**src/rtl/bias_add_12.sv**
```systemverilog
// Layer-12 bias add: per frame loads KERN biases, then adds/shifts/saturates/ReLUs each accumulator word.
// One cycle from accumulator pop to output write eligibility; a full output FIFO holds the result and blocks pops.
module bias_add_12 #(
  parameter int KERN        = 16,
  parameter int NUM_PIX     = 64,
  parameter int COEFF_WIDTH = 16,
  parameter int ACC_WIDTH   = 32,
  parameter int DATA_WIDTH  = 16,
  parameter int SHIFT       = 8,
  parameter int RELU        = 1
) (
  input  logic                   ap_clk,
  input  logic                   ap_rst,
  input  logic [COEFF_WIDTH-1:0] bias_V_dout,
  input  logic                   bias_V_empty_n,
  output logic                   bias_V_read,
  input  logic [ACC_WIDTH-1:0]   acc_V_dout,
  input  logic                   acc_V_empty_n,
  output logic                   acc_V_read,
  output logic [DATA_WIDTH-1:0]  output_V_din,
  input  logic                   output_V_full_n,
  output logic                   output_V_write,
  output logic                   frame_done
);

  localparam int KW = (KERN > 1) ? $clog2(KERN) : 1;
  localparam int PW = (NUM_PIX > 1) ? $clog2(NUM_PIX) : 1;
  localparam logic [KW-1:0] K_LAST = KW'(KERN - 1);
  localparam logic [PW-1:0] P_LAST = PW'(NUM_PIX - 1);

  localparam logic signed [ACC_WIDTH:0] SAT_MAX =
    {{(ACC_WIDTH + 1 - DATA_WIDTH){1'b0}}, 1'b0, {(DATA_WIDTH - 1){1'b1}}};
  localparam logic signed [ACC_WIDTH:0] SAT_MIN =
    {{(ACC_WIDTH + 2 - DATA_WIDTH){1'b1}}, {(DATA_WIDTH - 1){1'b0}}};

  typedef enum logic [1:0] {
    LOAD  = 2'd0,
    RUN   = 2'd1,
    DRAIN = 2'd2
  } state_t;

  state_t state, state_nxt;

  logic [KW-1:0]                 bias_cnt;
  logic [KW-1:0]                 ch;
  logic [PW-1:0]                 pix;
  logic                          valid;
  logic [DATA_WIDTH-1:0]         dout;
  logic signed [COEFF_WIDTH-1:0] bias_reg [KERN];

  logic bias_pop;
  logic acc_pop;
  logic wr;
  logic last_bias;
  logic last_word;

  // The sum is one bit wider than the accumulator so the add can never wrap.
  function automatic logic [DATA_WIDTH-1:0] bias_fn(
    input logic signed [ACC_WIDTH-1:0]   a,
    input logic signed [COEFF_WIDTH-1:0] b
  );
    logic signed [ACC_WIDTH:0] s;
    logic signed [ACC_WIDTH:0] t;
    logic [DATA_WIDTH-1:0]     r;
    s = {a[ACC_WIDTH-1], a} + {{(ACC_WIDTH + 1 - COEFF_WIDTH){b[COEFF_WIDTH-1]}}, b};
    t = s >>> SHIFT;
    if (RELU != 0 && t[ACC_WIDTH]) begin
      r = '0;
    end else if (t > SAT_MAX) begin
      r = SAT_MAX[DATA_WIDTH-1:0];
    end else if (t < SAT_MIN) begin
      r = SAT_MIN[DATA_WIDTH-1:0];
    end else begin
      r = t[DATA_WIDTH-1:0];
    end
    return r;
  endfunction

  always_comb begin
    state_nxt = state;
    bias_pop  = 1'b0;
    acc_pop   = 1'b0;
    wr        = valid && output_V_full_n && !ap_rst;
    last_bias = (bias_cnt == K_LAST);
    last_word = (ch == K_LAST) && (pix == P_LAST);
    case (state)
      LOAD: begin
        bias_pop = bias_V_empty_n && !ap_rst;
        if (bias_pop && last_bias) begin
          state_nxt = RUN;
        end
      end
      RUN: begin
        acc_pop = acc_V_empty_n && (!valid || output_V_full_n) && !ap_rst;
        if (acc_pop && last_word) begin
          state_nxt = DRAIN;
        end
      end
      DRAIN: begin
        if (wr) begin
          state_nxt = LOAD;
        end
      end
      default: state_nxt = LOAD;
    endcase
  end

  always_ff @(posedge ap_clk or posedge ap_rst) begin
    if (ap_rst) begin
      state <= LOAD;
    end else begin
      state <= state_nxt;
    end
  end

  always_ff @(posedge ap_clk or posedge ap_rst) begin
    if (ap_rst) begin
      bias_cnt <= '0;
      ch       <= '0;
      pix      <= '0;
      valid    <= 1'b0;
      dout     <= '0;
    end else begin
      if (bias_pop) begin
        if (last_bias) begin
          bias_cnt <= '0;
          ch       <= '0;
          pix      <= '0;
        end else begin
          bias_cnt <= bias_cnt + 1'b1;
        end
      end
      // A pop refills the register in the same cycle it is drained, so valid stays set.
      if (acc_pop) begin
        dout  <= bias_fn(acc_V_dout, bias_reg[ch]);
        valid <= 1'b1;
        if (ch == K_LAST) begin
          ch  <= '0;
          pix <= (pix == P_LAST) ? '0 : pix + 1'b1;
        end else begin
          ch <= ch + 1'b1;
        end
      end else if (wr) begin
        valid <= 1'b0;
      end
    end
  end

  always_ff @(posedge ap_clk) begin
    if (bias_pop) begin
      bias_reg[bias_cnt] <= bias_V_dout;
    end
  end

  assign bias_V_read    = bias_pop;
  assign acc_V_read     = acc_pop;
  assign output_V_write = wr;
  assign output_V_din   = dout;
  assign frame_done     = (state == DRAIN) && wr;

endmodule

```
**config.mk**
```make
export PLATFORM = sky130hd
export DESIGN_NAME = bias_add_12
export DESIGN_NICKNAME = d
export VERILOG_FILES = /design/src/rtl/bias_add_12.sv
export SDC_FILE = /design/constraint.sdc
export NUM_CORES = 1
export LEC_CHECK = 0
export BUFFER_PORTS_ARGS = -buffer_cell sky130_fd_sc_hd__clkbuf_2
export CAP_MARGIN = 20
export CORE_MARGIN = 8
export CORE_UTILIZATION = 50
export CTS_CLUSTER_SIZE = 30
export DETAILED_ROUTE_END_ITERATION = 10
export GPL_TIMING_DRIVEN = 0
export HOLD_SLACK_MARGIN = 0.12
export PLACE_DENSITY = 0.69
export SYNTH_ARGS = -nofsm -noshare
export SYNTH_HDL_FRONTEND = slang
export SYNTH_SLANG_ARGS = --single-unit
```
**constraint.sdc**
```tcl
create_clock -name ap_clk -period 6.3 [get_ports ap_clk]
set_input_delay 0.63 -clock ap_clk [delete_from_list [all_inputs] [get_ports ap_clk]]
set_output_delay 0.63 -clock ap_clk [all_outputs]
set_load 0.01 [all_outputs]
```
==> results of run 1 <==
cell usage in the layout (no fill, tap or decap), drive strengths merged, types with 5 or more instances in the layout:
master  count
nand2b      5
o211ai      8
and2       12
edfxtp    256
xor2        7
o21bai      8
and3       14
buf        23
o21a        5
dfrtp      33
mux4       75
ha         37
mux2i      10
nand2      48
a31oi      21
clkbuf    132
nand3      11
xnor2      13
a21o        7
nor3       10
o21ai      49
nor3b       5
nand4      13
nor2       39
a211oi      5
clkinv     12
inv        23
a21oi      50
cell type report:
| type | count | area, um2 |
|---|---|---|
| multi-input combinational | 501 | 4540 |
| clock buffer | 37 | 734 |
| buffer | 38 | 204 |
| inverter | 23 | 86.3 |
| fill | 1988 | 10800 |
| tap | 335 | 419 |
| clock inverter | 15 | 171 |
| timing repair buffer | 83 | 583 |
| sequential | 289 | 8510 |
path summary, 6_finish.rpt:
kind | slack, ns | start | endpoint
max | 0.43 | ch[0] | output_V_din[10]
min | 0.21 | ap_rst | state[1]
max reg2reg | 0.43 | ch[0] | output_V_din[10]
min reg2reg | 0.48 | output_V_din[15] | output_V_din[15]
max in group asynchronous | 5.55 | ap_rst | output_V_din[1]
min in group ap_clk | 0.45 | bias_V_dout[12] | bias_reg[2][12]
stage by stage:
stage | utilization | power, mW | setup WS (ns) | TNS, ns | cell area, um2
global route | 0.585 | 6.82 | 0.0949 | 0 | 15300
floorplan | - | 4.13 | 1.23 | 0 | 13300
global placement | 0.540 | 4.83 | -0.0270 | -0.219 | 14100
finish | 0.585 | 6.47 | 0.434 | 0 | 15300
detailed placement | 0.545 | 4.85 | -0.0424 | -0.364 | 14200
CTS | 0.581 | 6.50 | 0.0107 | 0 | 15100
power groups by stage:
stage               clock network, mW  registers, mW  logic (mW)
finish                           1.64           2.21        2.62
global route                     1.73           2.22        2.87
CTS                              1.67           2.21        2.62
detailed placement                  0           2.25        2.60
global placement                    0           2.25        2.58
floorplan                           0           2.27        1.87
cell families after synthesis:
kind of cell	after synthesis	share of synthesized area
compound gates	181	0.0887
xor+xnor	20	0.0132
fa+ha+maj	37	0.0348
buf+inv	61	0.0200
flops	289	0.640
mux	85	0.135
simple gates	178	0.0685
routing by layer:
layer,wire [um],global-route usage,up-vias
met4,1240,0.0706,2
li1,-,-,3652
met5,13,0,-
met1,13100,0.268,4040
met3,2520,0.0310,72
met2,14900,0.326,317
==> impl_metrics.env, run 1 <==
export IMPL_drc=0
export IMPL_relSlewSlack=0.236
export IMPL_setup_viol=0
export IMPL_rows=59
export IMPL_layout_min_cycle_time_ns=5.87
export IMPL_grt_pass1_wl_um=47600
export IMPL_root_buffer="clkbuf_16"
export IMPL_synth_edff_count=256
export IMPL_pwr_share_seq=0.342
export IMPL_crit_path_max_fanout=10
export IMPL_portBuffers=72
export IMPL_fin_skew_ns=0.0383
export IMPL_run_status="completed"
export IMPL_synthTopCellsByCount="edfxtp_1, mux4_2, a21oi_1"
export IMPL_synth_area_leaders="edfxtp_1, mux4_2, dfrtp_1, ha_1, a21oi_1"
export IMPL_first_iter_violations=751
export IMPL_ys_warn_count=0
export IMPL_via_per_inst=6.12
export IMPL_antenna_found_initial=1
export IMPL_final_nets=1054
export IMPL_drt_total_wl_um=31700
export IMPL_ioPinCount=73
export IMPL_drtAntennaViolNets=0
export IMPL_crit_top_cell="buf_4"
export IMPL_r2r_cells=18
export IMPL_drv_slew=0
export IMPL_wl_per_cell_um=24.0
export IMPL_coreArea_um2=26100
export IMPL_ys_flop_type="edfxtp_1"
export IMPL_max_freq_ghz=0.170
export IMPL_crit_required_ns=6.71
export IMPL_synth_most_common_cell="edfxtp_1"
export IMPL_p_int_mw=4.18
export IMPL_start_kind="flip-flop"
export IMPL_critPathArrivalTime_ns=6.28
export IMPL_ir_worst_vdd_uv=285
export IMPL_power_frac_clock=0.253
export IMPL_clock_path_buffers=3
export IMPL_die_area_um2=32100
export IMPL_vias=8083
export IMPL_finalHoldViolCount=0
export IMPL_syn_area_per_cell_um2=15.6
export IMPL_synth_async_reset_ratio=0.114
export IMPL_final_period_utilization=0.931
export IMPL_die_w_um=179
export IMPL_cp_num_cells=18
export IMPL_slowest_delay_ns=0.82
export IMPL_numClockSinks=289
export IMPL_p_sw_mw=2.30
export IMPL_synth_distinct_cells=61
export IMPL_hold_slack_ns=0.215
export IMPL_cts_resized=6
export IMPL_crit_path_end_kind="flip-flop"
export IMPL_place_hpwl_um=21500
export IMPL_gp_routability_congestion=0.875
export IMPL_clk_latency_ns=0.57
export IMPL_yosysTopAreaCellShare=0.578
export IMPL_grt_ovfl_total=0
export IMPL_setup_worst_path_class="reg2reg"
export IMPL_syn_inst=851
export IMPL_cts_tree="done"
export IMPL_worstMarginPinSlew_ns=1.15
export IMPL_grt_max_degree=20
export IMPL_ctsHoldBuffers=0
export IMPL_worstPathCellList="buf_4 -> buf_4 -> buf_1 -> mux4_2 -> mux4_2 -> ha_1 -> clkbuf_1 -> a21oi_1 -> o211ai_1 -> a2111o_1 -> o311ai_0 -> inv_1 -> or3_1 -> a2111oi_0 -> and4_1 -> buf_4 -> buf_6 -> a31oi_2"
export IMPL_crit_slowest_cell="buf_1"
export IMPL_synth_net_count=941
export IMPL_yosys_area_top_type="edfxtp_1"
export IMPL_cts_setup_buffers=0
export IMPL_drtPass1Iterations=5
export IMPL_path_clk_slew_ns=0.06
export IMPL_yosysSeqAreaShare=0.640
export IMPL_p_comb_frac=0.405
export IMPL_cts_made_buffers=28
export IMPL_areaGrowthSynthToFinish_pct=14.7
export IMPL_start_util=0.510
export IMPL_largest_reg_flops=256
export IMPL_rsz0062_at_grt="false"
export IMPL_grt_pass1_vias=8086
export IMPL_cap_violations=0
export IMPL_crit_family="buffers and inverters"
export IMPL_p_per_area_nw_per_um2=424
export IMPL_fp_dieH_um=179
export IMPL_ys_ff_latch=289
export IMPL_drive_above_1_share=0.232
export IMPL_diodes=0
export IMPL_swShare=0.355
export IMPL_cts_htree_levels=1
export IMPL_dp_cells=1265
export IMPL_syn_area_um2=13300
export IMPL_track_usage=0.199
export IMPL_p_leak_nw=5.28
export IMPL_fin_cells=1321
export IMPL_min_path_type="in2async"
export IMPL_crit_buf_inv=7
No activity file was read; power rests on OpenSTA's default activity.
==> inputs of run 2 (changes only) <==
==> constraint.sdc (replaced) <==
create_clock -name ap_clk -period 7.1 [get_ports ap_clk]
set_input_delay 0.71 -clock ap_clk [delete_from_list [all_inputs] [get_ports ap_clk]]
set_output_delay 0.71 -clock ap_clk [all_outputs]
set_load 0.01 [all_outputs]
==> impl_metrics.env, run 2 (synthesis results as in run 1) <==
export IMPL_antenna_found_initial=1
export IMPL_first_iter_violations=751
export IMPL_drt_total_wl_um=31800
export IMPL_place_ws_ns=0.758
export IMPL_drtPass1Iterations=5
export IMPL_startpoint="ch[0]"
export IMPL_setup_viol=0
export IMPL_vias=8091
export IMPL_rrSetupSlack_ns=0.77
export IMPL_hold_slack_ns=0.295
export IMPL_largest_reg_flops=256
export IMPL_cts_tree="done"
export IMPL_ir_worst_vdd_uv=253
export IMPL_fin_ws_ns=0.772
export IMPL_setup_tns_ns=0
export IMPL_start_kind="flip-flop"
export IMPL_rsz0062_at_grt="false"
export IMPL_worstSetupEndpoint="output_V_din[10]"
export IMPL_grt_pass1_wl_um=47700
export IMPL_worstMarginPinSlew_ns=1.13
export IMPL_setup_worst_path_class="reg2reg"
export IMPL_run_status="completed"
export IMPL_die_area_um2=32100
export IMPL_total_power_mw=5.75
export IMPL_r2r_end="output_V_din[10]"
export IMPL_max_freq_ghz=0.158
export IMPL_fin_skew_ns=0.0323
export IMPL_ctsHoldBuffers=0
export IMPL_p_per_area_nw_per_um2=377
export IMPL_drtAntennaViolNets=0
export IMPL_clk_latency_ns=0.57
export IMPL_gp_routability_congestion=0.875
export IMPL_via_per_inst=6.11
export IMPL_cts_made_buffers=28
export IMPL_layout_common_cells="edfxtp_1, mux4_2, clkbuf_2"
export IMPL_portBuffers=72
export IMPL_r2r_cells=17
export IMPL_post_route_util=0.586
export IMPL_drc=0
export IMPL_wl_per_cell_um=24.0
export IMPL_areaGrowthSynthToFinish_pct=14.8
export IMPL_cap_violations=0
export IMPL_grt_max_degree=20
export IMPL_final_period_utilization=0.891
export IMPL_p_leak_nw=5.29
export IMPL_relSlewSlack=0.248
export IMPL_critPathArrivalTime_ns=6.74
export IMPL_busiest_layer="met2"
export IMPL_cts_resized=0
export IMPL_cts_htree_levels=1
export IMPL_crit_path_max_fanout=17
export IMPL_met1_usage=0.269
export IMPL_drive_above_1_share=0.230
export IMPL_crit_required_ns=7.52
export IMPL_layout_commonest_cell="edfxtp_1"
export IMPL_clock_path_buffers=3
export IMPL_layout_min_cycle_time_ns=6.33
export IMPL_root_buffer="clkbuf_16"
export IMPL_ioPinCount=73
export IMPL_path_clk_slew_ns=0.06
export IMPL_die_w_um=179
export IMPL_place_hpwl_um=21500
export IMPL_finalHoldViolCount=0
export IMPL_drv_slew=0
export IMPL_diodes=0
export IMPL_r2r_start="ch[0]"
export IMPL_numClockSinks=289
export IMPL_coreArea_um2=26100
export IMPL_crit_path_end_kind="flip-flop"
export IMPL_grt_ovfl_total=0
export IMPL_min_path_type="in2async"
export IMPL_cts_setup_buffers=0
export IMPL_final_nets=1057
export IMPL_track_usage=0.199
export IMPL_grt_pass1_vias=8085
export IMPL_fp_dieH_um=179
export IMPL_rows=59
export IMPL_use_met3=0.0310
export IMPL_grtUsageMet2=0.326
export IMPL_start_util=0.510
==> run 2: through the flow <==
step | instance area (um2) | instances
floorplan | 13300 | 851
global placement | 14100 | 1258
detailed placement | 14200 | 1265
CTS | 15100 | 1317
global route | 15300 | 1324
finish | 15300 | 1324
==> run 2: worst min-delay path by stage <==
| stage | to | slack [ns] | from | depth (start not counted) |
|---|---|---|---|---|
| 2_1_floorplan | pix[4] | 0.46 | pix[4] | 1 |
| 4_1_cts | state[1] | 0.30 | ap_rst | 2 |
| 5_1_grt | state[1] | 0.36 | ap_rst | 2 |
| 3_5_place_dp | output_V_din[15] | 0.47 | output_V_din[15] | 1 |
| 6_report | state[1] | 0.29 | ap_rst | 2 |
| 3_3_place_gp | output_V_din[15] | 0.47 | output_V_din[15] | 1 |
==> run 2: final cells by class <==
| type | instances | area [um2] |
|---|---|---|
| inverters | 23 | 86.3 |
| well taps | 335 | 419 |
| plain buffers | 38 | 180 |
| clock buffers | 37 | 734 |
| flip-flops and latches | 289 | 8510 |
| fillers | 1982 | 10800 |
| repair buffers | 86 | 628 |
| multi-input cells | 501 | 4530 |
| clock inverters | 15 | 171 |
==> run 2: power by group <==
group,internal [mW],switching [mW],leakage (nW)
clock,0.840,0.614,0.439
combinational,0.956,1.38,2.13
sequential,1.92,0.0454,2.72
total,3.71,2.04,5.29
==> run 2: critical path, stage by stage (launching register included) <==
cell,delay (ns)
dfrtp_1,0.35
buf_4,0.18
buf_4,0.23
clkbuf_1,0.78
mux4_2,0.61
mux4_2,0.73
ha_1,0.48
nand2_1,0.15
nor4_1,0.71
o211ai_1,0.29
a211oi_1,0.32
a211oi_1,0.10
a211oi_1,0.25
nor4b_1,0.33
and4_1,0.24
buf_4,0.15
buf_6,0.17
a31oi_2,0.10
==> run 2: layer usage <==
layer / routed length (um) / vias to the layer above / share of wire
li1: - / 3655 / -
met1: 13400 / 4055 / 0.42
met2: 14900 / 311 / 0.47
met3: 2280 / 68 / 0.072
met4: 1210 / 2 / 0.038
met5: 13 / - / 0.00041
